$ cat config.mk
export PLATFORM = sky130hd
export DESIGN_NAME = ls_unit
export DESIGN_NICKNAME = d
export VERILOG_FILES = /design/src/rtl/ls_unit_pkg.sv /design/src/rtl/ls_extend.sv /design/src/rtl/ls_unit.sv
export SDC_FILE = /design/constraint.sdc
export NUM_CORES = 1
export LEC_CHECK = 0
export BUFFER_PORTS_ARGS = -buffer_cell sky130_fd_sc_hd__buf_2
export CAP_MARGIN = 20
export CORE_MARGIN = 4
export CORE_UTILIZATION = 30
export CTS_BUF_LIST = sky130_fd_sc_hd__clkbuf_4 sky130_fd_sc_hd__clkbuf_8
export CTS_CLUSTER_SIZE = 30
export DETAILED_ROUTE_END_ITERATION = 7
export SETUP_SLACK_MARGIN = 0.1
export SLEW_MARGIN = 5
export SYNTH_ARGS = -nofsm -noshare
export SYNTH_HDL_FRONTEND = slang
export SYNTH_HIERARCHICAL = 1
export SYNTH_SLANG_ARGS = --single-unit
export TNS_END_PERCENT = 1
$ cat constraint.sdc
create_clock -name clk -period 5.96 [get_ports clk]
set_input_delay 0.298 -clock clk [delete_from_list [all_inputs] [get_ports clk]]
set_output_delay 0.298 -clock clk [all_outputs]
set_load 0.01 [all_outputs]
$ cat src/rtl/ls_unit_pkg.sv
// Shared definitions for the load/store unit.
// funct3 codes, byte counts, IO region select and FSM states.
package ls_unit_pkg;

   localparam logic [2:0] F3_LB  = 3'b000;
   localparam logic [2:0] F3_LH  = 3'b001;
   localparam logic [2:0] F3_LW  = 3'b010;
   localparam logic [2:0] F3_LBU = 3'b100;
   localparam logic [2:0] F3_LHU = 3'b101;

   localparam logic [2:0] BYTE_LEN = 3'd1;
   localparam logic [2:0] HALF_LEN = 3'd2;
   localparam logic [2:0] WORD_LEN = 3'd4;

   localparam logic [1:0] LS_IO_SEL = 2'b11;

   typedef enum logic [2:0] {
      S_IDLE,
      S_WAIT_COMMIT,
      S_ISSUE,
      S_BUSY,
      S_SQUASH
   } ls_state_e;

   function automatic logic is_reserved(input logic [2:0] op);
      return (op == 3'b011) || (op[2:1] == 2'b11);
   endfunction

   function automatic logic [2:0] len_of(input logic [2:0] op);
      logic [2:0] len;
      unique case (op[1:0])
         2'b01:   len = HALF_LEN;
         2'b10:   len = WORD_LEN;
         default: len = BYTE_LEN;
      endcase
      return len;
   endfunction

endpackage

$ cat src/rtl/ls_extend.sv
// Load data extension: masks stale upper bytes and
// sign- or zero-extends according to funct3.
module ls_extend
   import ls_unit_pkg::*;
(
   input  logic [2:0]  op,
   input  logic [31:0] raw,
   output logic [31:0] data
);

   always_comb begin
      data = '0;
      unique case (1'b1)
         (op == F3_LB):  data = {{24{raw[7]}}, raw[7:0]};
         (op == F3_LH):  data = {{16{raw[15]}}, raw[15:0]};
         (op == F3_LW):  data = raw;
         (op == F3_LBU): data = {24'd0, raw[7:0]};
         (op == F3_LHU): data = {16'd0, raw[15:0]};
         default:        data = '0;
      endcase
   end

endmodule

$ cat src/rtl/ls_unit.sv
// Load/store initiator: one op at a time, commit-gated for
// stores and IO loads, single-pulse request, CDB writeback.
module ls_unit
   import ls_unit_pkg::*;
#(
   parameter int         ROB_TAG_W = 4,
   parameter logic [1:0] IO_SEL    = LS_IO_SEL
) (
   input  logic                 clk,
   input  logic                 rst,
   input  logic                 in_valid,
   output logic                 in_ready,
   input  logic                 in_is_store,
   input  logic [2:0]           in_op,
   input  logic [31:0]          in_base,
   input  logic [31:0]          in_imm,
   input  logic [31:0]          in_sdata,
   input  logic [ROB_TAG_W-1:0] in_tag,
   input  logic                 commit_valid,
   input  logic [ROB_TAG_W-1:0] commit_tag,
   input  logic                 flush,
   output logic                 ls_en,
   output logic                 ls_rw,
   output logic [31:0]          ls_addr,
   output logic [2:0]           ls_len,
   output logic [31:0]          ls_sdata,
   input  logic                 ls_done,
   input  logic [31:0]          ld_data,
   output logic                 wb_valid,
   output logic [ROB_TAG_W-1:0] wb_tag,
   output logic [31:0]          wb_data
);

   ls_state_e            state;
   logic [2:0]           op_q;
   logic [ROB_TAG_W-1:0] tag_q;
   logic [31:0]          addr;
   logic [31:0]          ext;
   logic                 io;
   logic                 accept;

   assign addr     = in_base + in_imm;
   assign io       = (addr[17:16] == IO_SEL);
   assign in_ready = (state == S_IDLE);
   assign accept   = in_valid & in_ready;

   ls_extend u_extend (
      .op   (op_q),
      .raw  (ld_data),
      .data (ext)
   );

   always_ff @(posedge clk or posedge rst) begin
      if (rst) begin
         state    <= S_IDLE;
         op_q     <= '0;
         tag_q    <= '0;
         ls_en    <= 1'b0;
         ls_rw    <= 1'b0;
         ls_addr  <= '0;
         ls_len   <= '0;
         ls_sdata <= '0;
         wb_valid <= 1'b0;
         wb_tag   <= '0;
         wb_data  <= '0;
      end else begin
         ls_en    <= 1'b0;
         wb_valid <= 1'b0;
         unique case (state)
            S_IDLE: begin
               if (accept && !flush) begin
                  op_q  <= in_op;
                  tag_q <= in_tag;
                  if (is_reserved(in_op)) begin
                     wb_valid <= 1'b1;
                     wb_tag   <= in_tag;
                     wb_data  <= '0;
                  end else begin
                     ls_rw    <= in_is_store;
                     ls_addr  <= addr;
                     ls_len   <= len_of(in_op);
                     ls_sdata <= in_is_store ? in_sdata : '0;
                     if (in_is_store || io) begin
                        state <= S_WAIT_COMMIT;
                     end else begin
                        state <= S_ISSUE;
                        ls_en <= 1'b1;
                     end
                  end
               end
            end
            S_WAIT_COMMIT: begin
               if (flush) begin
                  state <= S_IDLE;
               end else if (commit_valid && commit_tag == tag_q) begin
                  state <= S_ISSUE;
                  ls_en <= 1'b1;
               end
            end
            S_ISSUE: begin
               state <= flush ? S_SQUASH : S_BUSY;
            end
            S_BUSY: begin
               // a flush landing with ls_done still drains cleanly
               if (ls_done) begin
                  state <= S_IDLE;
                  if (!flush) begin
                     wb_valid <= 1'b1;
                     wb_tag   <= tag_q;
                     wb_data  <= ls_rw ? '0 : ext;
                  end
               end else if (flush) begin
                  state <= S_SQUASH;
               end
            end
            S_SQUASH: begin
               if (ls_done) state <= S_IDLE;
            end
            default: state <= S_IDLE;
         endcase
      end
   end

endmodule
# Word level (Yosys, flattened, before mapping)
# Index checks and enable logic that the tools add are counted.
[word_totals]
ff_bits = 116
input_bits = 146
word_cells = 83
[op_classes]
addsub = 1
eq_ne = 22
n_mux = 35
bitwise_logic = 2
reduce_logical = 12
[ops]
columns = ["operator", "n"]
rows = [
  ["32-bit 2-to-1 mux", 6],
  ["32-bit case mux with 5 select lines", 1],
  ["32-bit case mux with 2 select lines", 1],
  ["32-bit adder", 1],
  ["3-bit 2-to-1 mux", 8],
  ["4-bit 2-to-1 mux", 4],
  ["3-bit case mux with 5 select lines", 1],
  ["3-bit by 2-bit == test with 1-bit output, second input constant", 4],
  ["5-bit AND reduction", 2],
  ["3-bit == test, second input constant", 3],
  ["1-bit 2-to-1 mux", 9],
  ["2-bit inequality test, second input constant", 4],
  ["4-bit case mux with 2 select lines", 1],
  ["2-bit == test, second input constant", 3],
  ["3-bit by 1-bit == test with 1-bit output, second input constant", 2],
  ["3-bit zero test", 2],
  ["3-bit inequality test, second input constant", 2],
  ["3-bit case mux with 2 select lines", 1],
  ["4-bit == test", 1],
  ["2-bit by 1-bit inequality test with 1-bit output, second input constant", 2],
  ["1-bit case mux with 2 select lines", 2],
  ["3-bit AND reduction", 1],
  ["2-bit by 1-bit == test with 1-bit output, second input constant", 1],
  ["1-bit logical AND", 2],
  ["other kinds (7)", 8],
]

# Longest topological paths before layout
# Gate-level depths: netlist (run 1).
[logic_depth]
word_depth = 7
depth_mapped = 10
depth_no_buf = 10

# Modules after synthesis
# Netlist (run 1), hierarchy kept.
[by_module_without_submodules]
columns = ["module", "instances", "cells_each", "area_each_um2"]
rows = [
  ["ls_unit", 1, 704, 6263.5],
  ["ls_extend", 1, 71, 593.1],
]

# Least setup slack after synthesis (run 1)
# Ideal clock, no wire load.
[synth_timing]
path_kind = "input port to flip-flop"
from = "input port in_base[0]"
to = "register state[0]"
arrival_ns = 2.255
t_required_ns = 5.834
setup_slack_ns = 3.579
path_stages = 9
path_buffers = 0
cell_sequence = "ha_1 -> fa_1 -> a21o_1 -> a21oi_2 -> o221ai_4 -> a311oi_1 -> xnor2_1 -> and2_1 -> a221o_1"
[synth_via]
elab_chain_len = 7
[synth_rtl]
columns = ["element", "line", "text"]
rows = [
  ["from (decl)", "ls_unit.sv:15", "input logic [31:0] in_base,"],
  ["32-bit adder", "ls_unit.sv:42", "assign addr = in_base + in_imm;"],
  ["2-bit == test", "ls_unit.sv:43", "assign io = (addr[17:16] == IO_SEL);"],
  ["1-bit logical OR", "ls_unit.sv:83", "if (in_is_store || io) begin"],
  ["2-bit 2-to-1 mux", "ls_unit.sv:83", ""],
  ["3-bit 2-to-1 mux", "ls_unit.sv:74", "if (is_reserved(in_op)) begin"],
  ["3-bit 2-to-1 mux", "ls_unit.sv:71", "if (accept && !flush) begin"],
  ["3-bit case mux with 5 select lines", "ls_unit.sv:69", "unique case (state)"],
  ["to (signal assigned)", "ls_unit.sv:101", "state <= flush ? S_SQUASH : S_BUSY;"],
  ["to (decl)", "ls_unit.sv:34", "ls_state_e state;"],
]
# Every way passes these cells. The select of a mux whose other input is x is not followed.
# A chain may end at the register's enable or synchronous reset.

# Worst setup path in the final report (run 1)
[layout_timing]
from = "register state[0]"
to = "register ls_addr[31]"
[layout_via]
elab_chain_len = 4
[layout_rtl]
columns = ["element", "line", "text"]
rows = [
  ["3-bit zero test (*)", "ls_unit.sv:44, ls_unit.sv:69", ""],
  ["1-bit bitwise AND", "ls_unit.sv:45", "assign accept = in_valid & in_ready;"],
  ["1-bit logical AND", "ls_unit.sv:71", ""],
  ["3-bit AND reduction (no line) (*)", "-", ""],
  ["to (signal assigned)", "ls_unit.sv:80", "ls_addr <= addr;"],
  ["to (decl)", "ls_unit.sv:24", "output logic [31:0] ls_addr,"],
]
# Mark *: on every way between the ends. The rest lies on a longest branch, timed or not.

==> flow_metrics.py, run 1 <==
metrics = {
    "sta": {
        "hold_viol_final": 0,
        "fin_crit_ns": 2.56,
        "tns_ns": 0,
        "slew_violations": 0,
        "relSlewSlack": 0.307,
        "fmax_mhz": 391,
        "tightest_slew_ns": 1.04,
        "finalSetupViolations": 0,
        "grt_setup_unrepaired": "no",
        "final.period_utilization": 0.429,
        "fin_skew_ns": 0.0215,
    },
    "place": {
        "placedCellCount": 1272,
        "post-dp-hpwl_um": 15100,
        "gp_congestion": 0.826,
        "io_buffer_count": 252,
        "placed_cell_area_mm2": 0.00831,
    },
    "finish": {
        "multi_input_area_mm2": 0.00369,
        "utilization": 0.386,
        "area_delta_synth_final_pct": 27.2,
        "finalNonFillerCells": 1304,
        "fin_nets": 1188,
        "seq_area_mm2": 0.00290,
        "postLayoutCellArea_mm2": 0.00872,
        "drive_above_1_share": 0.314,
        "antenna_cells": 0,
        "fill_cells": 2359,
    },
    "die": {
        "die_w_um": 159,
        "rows": 55,
        "ios": 253,
        "core-area_mm2": 0.0226,
        "die-area_mm2": 0.0253,
        "die_y_um": 159,
        "start_util": 0.304,
    },
    "power_and_ir_drop": {
        "powerDensity_mw_per_mm2": 356,
        "power_mw": 3.10,
        "p_leak_nw": 4.54,
        "max-vdd-ir-drop_mv": 0.159,
    },
    "global_route": {
        "grt_pass1_vias": 6250,
        "grt_max_degree": 101,
        "grt_pass1_wl_um": 33100,
        "grt_usage": 0.159,
        "gr-total-overflow": 0,
        "antenna_found_initial": 0,
    },
    "clocking": {
        "numCtsBuffers": 17,
        "cts_tree": "yes",
        "cts_resized": 0,
        "cts_buffer_depth": 2,
        "clk_latency_ns": 0.44,
        "cts.sinks": 116,
        "clkTransAtPathRegs_ns": 0.09,
        "htree_num_levels": 4,
        "hold_buffers": 1,
        "cts_root_buf": "clkbuf_8",
        "cts_setup_buffers": 0,
    },
    "yosys": {
        "synthFlopType": "dfrtp_1",
        "synth.most_common_cell": "nand2_1",
        "netlist_area_mm2": 0.00686,
        "syn-mean-instance-area_um2": 8.85,
        "yosysWarningCount": 6,
        "synth.top_cell.area_share": 0.423,
        "synth_edf_count": 0,
        "synthCells": 775,
        "syn_nets": 956,
        "synth_seq_cells": 116,
        "ys_async_sr_fraction": 1.00,
        "yosys-top-cells-count": "nand2_1 (202), dfrtp_1 (116), o21ai_0 (69), nand3_1 (41), ha_1 (34)",
        "synth.largest_area_cell": "dfrtp_1",
        "yosysSeqAreaShare": 0.423,
        "synth_area_leaders": "dfrtp_1 (42%), nand2_1 (11%), ha_1 (6.2%), o21ai_0 (5.0%), mux2i_1 (4.4%)",
        "synth_cell_types": 70,
    },
    "route": {
        "dr.pass1.iters": 5,
        "routed_via_density": 4.85,
        "drc": 0,
        "antenna_left": 0,
        "wire_per_inst_um": 15.7,
        "num_vias": 6322,
        "wl_um": 20400,
        "first_iter_violations": 373,
    },
    "critical_path": {
        "required_ns": 6.27,
        "endpoint_kind": "register",
        "cp_max_fo": 100,
        "critPathKind": "register to register",
        "cp_data_arrival_time_ns": 2.87,
        "startpoint_type": "register",
    },
    "min_path": {
        "hp-class": "primary input to register",
    },
    "outcome": {
        "status": "completed",
    },
    "flow_run": {
        "maxCapViolCount": 0,
    },
}
-- critical path: stages, from the launching register on --
cell      delay (ns)
dfrtp_1         0.46
nor2_1          0.12
and3_1          0.53
nand2_4         0.69
a211o_1         0.50
o311ai_1        0.09
-- flip-flops by register name, indices dropped and copies added (netlist names) --
register / count
wb_valid: 1
wb_tag: 4
state: 3
ls_sdata: 32
wb_data: 32
ls_len: 3
ls_en: 1
tag_q: 4
ls_rw: 1
ls_addr: 32
op_q: 3
-- layout make-up --
class | count | area share
clock buffer | 18 | 0.0277
inverter | 18 | 0.00803
timing repair buffer | 257 | 0.149
multi-input combinational | 597 | 0.423
tap | 285 | 0.0409
clock inverter | 13 | 0.0182
sequential | 116 | 0.333
-- cell usage in the layout, fill, tap and decap left out, drive strengths merged, types with 12 or more instances in the layout --
master / instances
mux2i: 30
xnor2: 12
o21ai: 88
nor2: 27
clkbuf: 18
dfrtp: 116
a21oi: 22
ha: 34
and2: 14
inv: 19
buf: 256
nand3: 42
nand2: 202
-- layer usage --
metal / track usage / share of wire
met5: 0 / 0
met4: 0.0556 / 0.022
met3: 0.0375 / 0.056
met2: 0.252 / 0.46
met1: 0.213 / 0.46
-- through the flow --
stage | worst slack [ns] | hold WS, ns
6_report | 3.40 | 0.0919
3_3_place_gp | 3.15 | 0.445
4_1_cts | 3.36 | 0.0506
5_1_grt | 3.11 | 0.0560
3_5_place_dp | 3.17 | 0.450
2_1_floorplan | 2.59 | 0.398
-- cell families (layout without fill, tap and decap cells) --
family / Yosys count / count (layout) / share of synthesized area
AOI/OAI and AO/OA: 186 / 186 / 0.184
xor gates and xnor gates: 20 / 20 / 0.0255
adders and majority gates: 35 / 35 / 0.0650
buffers and inverters: 62 / 306 / 0.0414
DFF: 116 / 116 / 0.423
muxes: 36 / 36 / 0.0536
and+or+nand+nor: 320 / 320 / 0.207
-- path summary, 6_finish.rpt --
| kind | start | end | slack (ns) | cells after the start |
|---|---|---|---|---|
| max in group asynchronous | rst | ls_addr[17]$_DFFE_PP0P_ | 4.08 | 4 |
| worst max register to register | state[0]$_DFFE_PP0P_ | ls_addr[31]$_DFFE_PP0P_ | 3.40 | 5 |
| min in group asynchronous | rst | ls_sdata[4]$_DFFE_PP0P_ | 0.55 | 3 |
| worst max-delay path | state[0]$_DFFE_PP0P_ | ls_addr[31]$_DFFE_PP0P_ | 3.40 | 5 |
| worst min register to register | ls_sdata[10]$_DFFE_PP0P_ | ls_sdata[10]$_DFFE_PP0P_ | 0.46 | 2 |
| worst min-delay path | in_sdata[20] | ls_sdata[20]$_DFFE_PP0P_ | 0.09 | 3 |
-- power by group --
group / internal, mW / switching, mW / total, mW / leakage (nW)
Sequential: 1.03 / 0.147 / 1.17 / 1.51
Combinational: 0.483 / 0.681 / 1.16 / 2.83
Clock: 0.415 / 0.352 / 0.767 / 0.198
(Power assumes the default switching activity.)
==> run 2, diff against run 1 <==
==> constraint.sdc (replaced) <==
create_clock -name clk -period 2.06 [get_ports clk]
set_input_delay 0.103 -clock clk [delete_from_list [all_inputs] [get_ports clk]]
set_output_delay 0.103 -clock clk [all_outputs]
set_load 0.01 [all_outputs]
==> flow_metrics.py, run 2 (synthesized netlist as in run 1, its figures left out) <==
metrics = {
    "outcome": {
        "status": "completed",
    },
    "power_and_ir_drop": {
        "powerDensity_mw_per_mm2": 950,
        "pwr-share-comb": 0.397,
        "switching_share": 0.377,
        "pwr-share-seq": 0.360,
        "p_leak_nw": 5.17,
        "max-vdd-ir-drop_mv": 0.391,
        "p_sw_mw": 3.56,
        "power.internal_mw": 5.90,
        "p_clk_frac": 0.244,
    },
    "die": {
        "start_util": 0.304,
        "rows": 55,
        "core-area_mm2": 0.0226,
        "ios": 253,
        "die_w_um": 159,
        "die_y_um": 159,
        "die-area_mm2": 0.0253,
    },
    "sta": {
        "finalSetupViolations": 0,
        "fmax_mhz": 521,
        "fin_crit_ns": 1.92,
        "relSlewSlack": 0.399,
        "hold_ws_ns": 0.0404,
        "grt_setup_unrepaired": "yes",
        "setup_ws_ns": 0.140,
        "fin_skew_ns": 0.0149,
        "slew_violations": 0,
        "tightest_slew_ns": 0.901,
        "tns_ns": 0,
        "hold_viol_final": 0,
        "final.period_utilization": 0.932,
    },
    "route": {
        "wire_per_inst_um": 15.3,
        "drc": 0,
        "routed_via_density": 4.82,
        "dr.pass1.iters": 7,
        "num_vias": 6879,
        "antenna_left": 0,
        "wl_um": 21800,
        "first_iter_violations": 415,
    },
    "global_route": {
        "gr-total-overflow": 0,
        "antenna_found_initial": 0,
        "grt_max_degree": 117,
        "grt_pass1_vias": 6845,
        "grt_pass1_wl_um": 35200,
        "grt_usage": 0.169,
    },
    "clocking": {
        "numCtsBuffers": 17,
        "cts_buffer_depth": 2,
        "cts_tree": "yes",
        "cts.sinks": 116,
        "clk_latency_ns": 0.44,
        "clkTransAtPathRegs_ns": 0.08,
        "htree_num_levels": 4,
        "cts_root_buf": "clkbuf_8",
    },
    "finish": {
        "fin_nets": 1310,
        "utilization": 0.441,
        "final_cell_mix": "buf_2 (252), nand2_1 (201), dfrtp_1 (116), buf_4 (71), o21ai_0 (69)",
        "antenna_cells": 0,
        "layout_commonest_cell": "buf_2",
        "area_delta_synth_final_pct": 45.2,
        "top_regs": "ls_addr x32, ls_sdata x32, wb_data x32",
        "drive_above_1_share": 0.353,
        "postLayoutCellArea_mm2": 0.00996,
    },
    "place": {
        "gp_congestion": 0.829,
        "post-dp-hpwl_um": 15800,
        "dpl_worst_slack_ns": -0.370,
        "placed_cell_area_mm2": 0.00893,
        "io_buffer_count": 252,
    },
    "critical_path": {
        "startpoint_type": "primary input",
        "cp_data_arrival_time_ns": 2.23,
        "crit_chain": "buf_2, ha_1, a21oi_1, nand3b_1, a21oi_2, buf_4, o211a_4, o41ai_4, a41oi_2, xnor2_1, o21ai_1",
        "endpoint_kind": "register",
        "required_ns": 2.37,
        "critPathKind": "primary input to register",
        "cp_slowest_stage_delay_ns": 0.40,
        "critical-path-slowest-cell": "o41ai_4",
        "cp_max_fo": 3,
    },
    "flow_run": {
        "maxCapViolCount": 0,
    },
    "min_path": {
        "hp-class": "primary input to register",
    },
}
## run 2: cell types whose count changed in the layout (fill, tap and decap cells not counted), moves of 3 or more
cell / change
ha_1: -3
buf_4: +67
clkinv_4: +3
buf_12: +6
dlygate4sd3_1: +49
## run 2: routing by layer
layer,GRT usage,up-vias,share of wire,wire (um)
li1,-,3407,-,-
met1,0.222,3191,0.45,9800
met2,0.277,248,0.47,10200
met3,0.0375,33,0.061,1340
met4,0.0572,0,0.023,498
met5,0,-,0,0
## run 2: repair_timing
item | CTS | global route
setup endpoints to repair | 1 | 18
gates resized for setup | 1 | 13
hold buffers | 50 | 0
buffers inserted | 0 | 1
pin swaps | 1 | 8
endpoints found under the hold margin | 169 | 0
cloned | 0 | 0
## run 2: metrics by stage
| stage | power, mW | instances |
|---|---|---|
| detailed placement | 7.12 | 1344 |
| global route | 10.1 | 1427 |
| floorplan | 5.59 | 775 |
| global placement | 7.07 | 1344 |
| CTS | 9.56 | 1426 |
| finish | 9.46 | 1427 |
## run 2: worst max-delay path, delay by kind of cell
kind,cells,cell delay (ns)
compound gates,6,1.19
xor+xnor,1,0.18
fa+ha+maj,1,0.28
buf+inv,2,0.27
simple gates,1,0.19
## run 2: power groups by stage
stage          Clock [mW]  Sequential, mW  Combinational, mW
5_1_grt              2.50            3.51               4.14
3_5_place_dp            0            3.44               3.67
2_1_floorplan           0            3.67               1.92
3_3_place_gp            0            3.44               3.63
4_1_cts              2.39            3.41               3.76
6_report             2.30            3.41               3.75
## run 2: final timing paths
| kind | endpoint | cells after the start | startpoint | slack (ns) |
|---|---|---|---|---|
| max | ls_addr[25]$_DFFE_PP0P_ | 11 | in_base[1] | 0.14 |
| min | wb_data[4]$_DFFE_PP0P_ | 4 | ld_data[4] | 0.04 |
| max reg2reg | wb_data[10]$_DFFE_PP0P_ | 7 | state[2]$_DFFE_PP0P_ | 0.32 |
| min reg2reg | ls_sdata[16]$_DFFE_PP0P_ | 2 | ls_sdata[16]$_DFFE_PP0P_ | 0.46 |
| max in group asynchronous | wb_data[21]$_DFFE_PP0P_ | 4 | rst | 1.09 |
| min in group asynchronous | tag_q[2]$_DFFE_PP0P_ | 4 | rst | 0.32 |
## run 2: final cells by class
cell class / count / area (um^2)
multi-input cells: 597 / 3790
clock inverters: 14 / 179
flip-flops and latches: 116 / 2900
inverters: 18 / 71.3
fillers: 2228 / 12600
well taps: 285 / 357
clock buffers: 18 / 248
repair buffers: 379 / 2410
==> run 3, diff against run 2 <==
--- a/config.mk
+++ b/config.mk
@@ -8,10 +8,11 @@
 export BUFFER_PORTS_ARGS = -buffer_cell sky130_fd_sc_hd__buf_2
 export CAP_MARGIN = 20
 export CORE_MARGIN = 4
-export CORE_UTILIZATION = 30
+export CORE_UTILIZATION = 47
 export CTS_BUF_LIST = sky130_fd_sc_hd__clkbuf_4 sky130_fd_sc_hd__clkbuf_8
 export CTS_CLUSTER_SIZE = 30
 export DETAILED_ROUTE_END_ITERATION = 7
+export PLACE_DENSITY = 0.8
 export SETUP_SLACK_MARGIN = 0.1
 export SLEW_MARGIN = 5
 export SYNTH_ARGS = -nofsm -noshare
==> flow_metrics.py, run 3 (synthesized netlist as in run 1, its figures left out) <==
metrics = {
    "outcome": {
        "status": "completed",
    },
    "route": {
        "wire_per_inst_um": 15.6,
        "dr.pass1.iters": 5,
        "wl_um": 20600,
        "antenna_left": 0,
        "first_iter_violations": 431,
        "num_vias": 6961,
        "drc": 0,
        "routed_via_density": 5.29,
    },
    "critical_path": {
        "startpoint_type": "primary input",
        "cp_max_fo": 4,
        "critPathKind": "primary input to register",
        "regToRegSetupSlack_ns": 0.20,
        "cp_data_arrival_time_ns": 2.24,
        "required_ns": 2.40,
        "endpoint_kind": "register",
    },
    "global_route": {
        "grt_pass1_vias": 6822,
        "grt_max_degree": 117,
        "gr-total-overflow": 0,
        "antenna_found_initial": 0,
        "grt_usage": 0.243,
        "grt_pass1_wl_um": 32500,
    },
    "clocking": {
        "clkTransAtPathRegs_ns": 0.07,
        "numCtsBuffers": 17,
        "clk_latency_ns": 0.44,
        "cts_tree": "yes",
        "htree_num_levels": 4,
        "cts_buffer_depth": 2,
        "cts_root_buf": "clkbuf_8",
        "cts.sinks": 116,
    },
    "die": {
        "die_w_um": 129,
        "rows": 43,
        "die_y_um": 129,
        "start_util": 0.486,
        "ios": 253,
        "die-area_mm2": 0.0166,
        "core-area_mm2": 0.0141,
    },
    "place": {
        "io_buffer_count": 252,
        "dpl_worst_slack_ns": -0.363,
        "post-dp-hpwl_um": 14800,
        "gp_congestion": 0.898,
    },
    "power_and_ir_drop": {
        "max-vdd-ir-drop_mv": 0.513,
        "p_leak_nw": 5.11,
        "powerDensity_mw_per_mm2": 964,
    },
    "sta": {
        "final.period_utilization": 0.922,
        "slew_violations": 0,
        "tightest_slew_ns": 0.891,
        "fmax_mhz": 527,
        "setup_ws_ns": 0.162,
        "fin_crit_ns": 1.90,
        "hold_viol_final": 0,
        "fin_skew_ns": 0.0133,
        "finalSetupViolations": 0,
        "tns_ns": 0,
        "relSlewSlack": 0.406,
        "grt_setup_unrepaired": "yes",
    },
    "min_path": {
        "hp-class": "primary input to register",
    },
    "finish": {
        "fill_cells": 1128,
        "drive_above_1_share": 0.354,
        "fin_nets": 1305,
        "layout_commonest_cell": "buf_2",
        "area_delta_synth_final_pct": 41.6,
        "utilization": 0.689,
        "final_cell_mix": "buf_2 (252), nand2_1 (201), dfrtp_1 (116), buf_4 (73), o21ai_0 (69)",
        "antenna_cells": 0,
        "top_regs": "ls_addr x32, ls_sdata x32, wb_data x32",
    },
    "flow_run": {
        "maxCapViolCount": 0,
    },
}
run 3: final cells by class:
type,instances,area (um^2),area share
Clock buffer,22,284,0.0293
Clock inverter,10,130,0.0134
Inverter,18,71.3,0.00735
Multi-Input combinational cell,597,3740,0.386
Sequential cell,116,2900,0.299
Tap cell,180,225,0.0232
Timing Repair Buffer,374,2350,0.242
run 3: report_power, final:
part	switching [mW]	internal (mW)	total, mW
sequential	0.444	2.97	3.42
combinational	2.05	1.67	3.72
clock	0.934	1.29	2.22
total	3.43	5.93	9.36
run 3: final timing paths:
check,endpoint,cells after the start,startpoint
max in group asynchronous,ls_addr[26]$_DFFE_PP0P_,4,rst
min,wb_data[2]$_DFFE_PP0P_,4,ld_data[2]
max,ls_addr[30]$_DFFE_PP0P_,12,in_base[0]
min reg2reg,ls_sdata[6]$_DFFE_PP0P_,2,ls_sdata[6]$_DFFE_PP0P_
max reg2reg,ls_sdata[8]$_DFFE_PP0P_,7,state[0]$_DFFE_PP0P_
min in group asynchronous,wb_data[2]$_DFFE_PP0P_,4,rst
run 3: worst max-delay path: stages:
cell	delay, ns
buf_2	0.12
ha_4	0.16
fa_2	0.36
a21o_1	0.21
a21oi_2	0.19
o221ai_4	0.14
buf_6	0.15
nand3_2	0.07
a31oi_2	0.12
o211a_1	0.25
o21a_1	0.18
o31ai_2	0.20
run 3: stage by stage:
stage                     hold slack, ns  instances  total power, mW  area [um^2]
after floorplan                    0.203        775             5.59         6860
after global placement             0.332       1240             6.96         8790
after detailed placement           0.337       1240             7.05         8790
after CTS                         0.0119       1315             9.36         9640
after global routing              0.0414       1317             9.96         9710
final                             0.0336       1317             9.36         9710
run 3: layer usage:
metal,up-vias,part of all wire,track usage
li1,3399,-,-
met1,3254,0.41,0.302
met2,261,0.49,0.413
met3,47,0.063,0.0511
met4,0,0.029,0.0994
met5,-,0,0
run 3: timing repair:
item	CTS	global route
resized for setup	0	10
hold endpoints to repair	161	0
setup buffers	0	2
endpoints found under the setup margin	0	46
hold buffers	43	0
